--- src/rtl/div_issue.sv ---
// Issue stage for a single-outstanding integer divider: op FIFO in front of the
// divider and a one-entry writeback buffer behind it, with flush kill tracking.
module div_issue #(
  parameter int DEPTH  = 2,
  parameter int DATA_W = 64
) (
  input  logic              clk,
  input  logic              rst,
  input  logic              flush,

  input  logic              in_valid,
  output logic              in_ready,
  input  logic [DATA_W-1:0] in_op1,
  input  logic [DATA_W-1:0] in_op2,
  input  logic [2:0]        in_op,
  input  logic [4:0]        in_rd,

  output logic              div_req_valid,
  input  logic              div_req_ready,
  output logic [DATA_W-1:0] div_operand1,
  output logic [DATA_W-1:0] div_operand2,
  output logic [2:0]        div_op,

  input  logic              div_resp_valid,
  input  logic [DATA_W-1:0] div_resp_result,
  output logic              div_resp_ready,

  output logic              wb_valid,
  input  logic              wb_ready,
  output logic [4:0]        wb_rd,
  output logic [DATA_W-1:0] wb_result
);

  localparam int PW = (DEPTH > 1) ? $clog2(DEPTH) : 1;
  localparam int CW = PW + 1;

  logic [DATA_W-1:0] r_q_op1 [DEPTH];
  logic [DATA_W-1:0] r_q_op2 [DEPTH];
  logic [2:0]        r_q_op  [DEPTH];
  logic [4:0]        r_q_rd  [DEPTH];

  logic [PW-1:0]     r_wptr;
  logic [PW-1:0]     r_rptr;
  logic [CW-1:0]     r_count;
  logic              r_inflight;
  logic              r_killed;
  logic [4:0]        r_inflight_rd;
  logic              r_wb_valid;
  logic [4:0]        r_wb_rd;
  logic [DATA_W-1:0] r_wb_result;

  logic              w_full;
  logic              w_empty;
  logic              w_push;
  logic              w_req_hs;
  logic              w_resp_hs;
  logic              w_wb_load;

  assign w_full   = (r_count == CW'(DEPTH));
  assign w_empty  = (r_count == '0);
  assign in_ready = !w_full;
  assign w_push   = in_valid && in_ready;

  assign div_req_valid = !rst && !w_empty && !r_inflight;
  assign div_operand1  = r_q_op1[r_rptr];
  assign div_operand2  = r_q_op2[r_rptr];
  assign div_op        = r_q_op[r_rptr];
  assign w_req_hs      = div_req_valid && div_req_ready;

  // A killed op's response is always accepted so it can be dropped without
  // waiting on a stalled writeback.
  assign div_resp_ready = !rst && r_inflight && (r_killed || !r_wb_valid || wb_ready);
  assign w_resp_hs      = div_resp_valid && div_resp_ready;
  assign w_wb_load      = w_resp_hs && !r_killed && !flush;

  assign wb_valid  = r_wb_valid;
  assign wb_rd     = r_wb_rd;
  assign wb_result = r_wb_result;

  // Control state: queue pointers, in-flight tracking, writeback valid
  always_ff @(posedge clk) begin
    if (rst) begin
      r_wptr     <= '0;
      r_rptr     <= '0;
      r_count    <= '0;
      r_inflight <= 1'b0;
      r_killed   <= 1'b0;
      r_wb_valid <= 1'b0;
    end else if (flush) begin
      r_wptr     <= '0;
      r_rptr     <= '0;
      r_count    <= '0;
      r_wb_valid <= 1'b0;
      if (w_req_hs || r_inflight) r_killed <= 1'b1;
      if (w_req_hs)               r_inflight <= 1'b1;
      else if (w_resp_hs)         r_inflight <= 1'b0;
    end else begin
      if (w_push)   r_wptr <= r_wptr + PW'(1);
      if (w_req_hs) r_rptr <= r_rptr + PW'(1);
      r_count <= r_count + CW'(w_push) - CW'(w_req_hs);
      if (w_req_hs) begin
        r_inflight <= 1'b1;
        r_killed   <= 1'b0;
      end else if (w_resp_hs) begin
        r_inflight <= 1'b0;
      end
      if (w_wb_load)                    r_wb_valid <= 1'b1;
      else if (r_wb_valid && wb_ready)  r_wb_valid <= 1'b0;
    end
  end

  // Datapath: queue storage, in-flight destination, writeback payload
  always_ff @(posedge clk) begin
    if (w_push && !flush) begin
      r_q_op1[r_wptr] <= in_op1;
      r_q_op2[r_wptr] <= in_op2;
      r_q_op[r_wptr]  <= in_op;
      r_q_rd[r_wptr]  <= in_rd;
    end
    if (w_req_hs) r_inflight_rd <= r_q_rd[r_rptr];
    if (w_wb_load) begin
      r_wb_rd     <= r_inflight_rd;
      r_wb_result <= div_resp_result;
    end
  end

endmodule

--- config.mk ---
export PLATFORM = sky130hd
export DESIGN_NAME = div_issue
export DESIGN_NICKNAME = d
export VERILOG_FILES = /design/src/rtl/div_issue.sv
export SDC_FILE = /design/constraint.sdc
export NUM_CORES = 1
export LEC_CHECK = 0
export ABC_AREA = 0
export BUFFER_PORTS_ARGS = -buffer_cell sky130_fd_sc_hd__buf_2
export CORE_MARGIN = 1
export CORE_UTILIZATION = 44
export DETAILED_ROUTE_END_ITERATION = 10
export PLACE_DENSITY = 0.76
export SKIP_LAST_GASP = 1
export SLEW_MARGIN = 15
export SYNTH_ARGS = -nofsm -noshare
export SYNTH_HDL_FRONTEND = slang
export SYNTH_SLANG_ARGS = --single-unit
--- constraint.sdc ---
create_clock -name clk -period 10.4 [get_ports clk]
set_input_delay 0.52 -clock clk [delete_from_list [all_inputs] [get_ports clk]]
set_output_delay 0.52 -clock clk [all_outputs]
set_load 0.005 [all_outputs]
==> summary.md <==
| Metric | Value |
|---|---|
| Largest net degree at the start of global routing | 78 |
| Sequential fraction of the synthesis area | 82.4% |
| Final Wtd Congestion | 0.863 |
| Initial antenna violation count | 9 |
| Row cnt | 62 |
| GR Overflow Total | 0 |
| Critical Path Fanout Max | 51 |
| Final hold vios | 0 |
| Vias in the first global route | 6966 |
| Synth-to-layout area growth | 28.3% |
| TritonCTS Buffers | 37 |
| VDD IR max | 147 µV |
| Post-route ant nets | 0 |
| Clk_lat worst skew | 510 ps |
| Critical Path RT | 9880 ps |
| CTS resizes | 0 |
| Die area | 29800 µm² |
| Synthesized instance count | 546 |
| Post-Syn Area per Cell | 23.5 µm² |
| Vias per cell | 4.80 |
| Nets@finish | 1193 |
| DR WL/cell | 19.4 µm |
| Most common cell after layout, fill and taps aside | buf_2 |
| Ys Warns | 0 |
| Commonest non-fill, non-tap cells in the layout | buf_2 (410), edfxtp_1 (346), mux2_4 (90) |
| Ports | 411 |
| First-pass GRT wire length | 39600 µm |
| CP startpoint kind | flop |
| Post-layout min period | 3270 ps |
| Clk_skew | 17.5 ps |
| Layout cell share with drive strength beyond 1 | 60.1% |
| Hold WC Path Type | primary input to flop |
| Slew Limit Fails | 0 |
| Pwr/cell area | 183 nW/µm² |
| WS Path Type | flop to primary output |
| Iter 0 DRT Violations | 323 |
| Yosys cell types | 28 |
| Max-slew headroom | 28.2% |
| Clock Tree Root | clkbuf_16 |
| Postcts setup bufs | 0 |
| Gr usage total | 17.7% |
| Hold buffers post-CTS | 0 |
| Max Cap Viol | 0 |
| Pleak | 6.31 nW |
| Setup violations, final | 0 |
| Die Wd | 173 µm |
| Worst Max-Slew Pin Slew | 1080 ps |
| Chip Height | 173 µm |
| Clk sink count | 354 |
| Clk buf depth | 3 |
| First-pass DRT Iterations | 4 |
| CTS tree | done |
| Final Util | 57.3% |
| Status | complete, no violations |
| Reg-to-reg slack, setup | 7430 ps |
| WP data arrival | 2750 ps |
| Initial core utilization | 44.6% |
| Worst setup EP type | primary output |
| Final period util | 31.4% |
| HPWL after DPL | 18900 µm |
| Core area | 28700 µm² |
| Routed WL | 27100 µm |
| Setup_tns | 0 ps |
| Mapped Area | 12800 µm² |
| IO Port Bufs | 410 |
| Syn Nets | 755 |
| Worst-path clk slew | 60 ps |
| RSZ-0062 raised after global routing | no |
| Via count | 6718 |
| DRC | 0 |
| Seq cells post-synth | 354 |
| # H-tree levels | 2 |
| Fmax | 306 MHz |
==> stage by stage <==
step | hold slack (ps) | total power [mW] | cell area [µm²] | std cells | worst slack [ps]
detailed placement | 407 | 1.80 | 15300 | 1329 | 7350
global placement | 408 | 1.79 | 15300 | 1329 | 7360
global route | 156 | 3.11 | 16400 | 1398 | 6960
CTS | 157 | 3.05 | 16400 | 1395 | 7060
floorplan | 400 | 1.72 | 12800 | 546 | 3890
finish | 186 | 3.01 | 16400 | 1400 | 7130
==> worst max-delay path: stages (launching register included) <==
cell,delay [ps]
dfxtp_4,820
buf_4,770
mux2_2,420
buf_2,130
==> registers in the layout (all words and copies together) (netlist names), named ones only <==
signal and cells:
r_q_op 6, r_q_op1 128, r_count 2, r_q_op2 128, r_wptr 1, r_inflight 1, r_inflight_rd 5, wb_rd 5
wb_result 64, r_q_rd 10, r_rptr 1, wb_valid 1, r_killed 1
==> kinds of logic after synthesis <==
group | share of synthesized area (%)
buffers and inverters | 1.31
multiplexers | 14.6
AND/OR/NAND/NOR | 0.938
adder cells (fa/ha/maj) | 0.195
flip-flops | 82.4
XOR/XNOR | 0.0684
AO/OA/AOI/OAI | 0.508
==> path summary, 6_finish.rpt <==
| path | start | to | cells after the start |
|---|---|---|---|
| worst max-delay path | flop | div_op[0] | 3 |
| worst min-delay path | div_resp_result[45] | wb_result[45] | 1 |
| worst max register to register | r_count[1] | r_q_op2[0][6] | 6 |
| worst min register to register | r_inflight_rd[4] | wb_rd[4] | 0 |
==> layout make-up <==
class / count / area, µm²
antenna: 5 / 12.5
clock buffer: 48 / 1010
clock inverter: 18 / 145
fill: 2214 / 12300
inverter: 6 / 22.5
multi-input combinational: 169 / 2110
sequential: 354 / 10600
tap: 384 / 480
timing repair buffer: 416 / 2100
==> layer usage <==
| metal | global-route usage [%] | vias up | part of all wire, % |
|---|---|---|---|
| li1 | - | 3064 | - |
| met5 | 0 | - | 0.10 |
| met3 | 5.78 | 64 | 8.2 |
| met4 | 7.81 | 4 | 3.8 |
| met1 | 18.9 | 3284 | 35 |
| met2 | 31.8 | 302 | 53 |
==> cells in the mapped netlist <==
cell type    n  area (µm²)
a211oi_1     1        7.51
a21bo_2      1        10.0
a21oi_1      4        20.0
a221oi_1     1        8.76
and2_1       1        6.26
and4bb_1     1        12.5
buf_2        5        25.0
buf_6       10         113
clkbuf_1     2        7.51
dfxtp_1      8         160
edfxtp_1   346       10400
ha_1         2        25.0
inv_1        6        22.5
mux2_2      46         518
mux2_4      90        1350
nand2_1      1        3.75
nand2b_1     1        6.26
nand3_1      1        5.00
nor2_1       3        11.3
nor2b_1      1        6.26
nor3_1       5        25.0
nor3_2       1        10.0
nor3b_1      2        15.0
o21ai_0      2        10.0
o21ai_2      1        8.76
or2_2        1        6.26
or3_1        2        12.5
xor2_1       1        8.76
==> power breakdown <==
part | switching, mW | internal (mW)
Clock | 0.507 | 0.735
Combinational | 0.0674 | 0.0813
Sequential | 0.0110 | 1.61
Note: power is estimated with default switching activity, not from simulation.
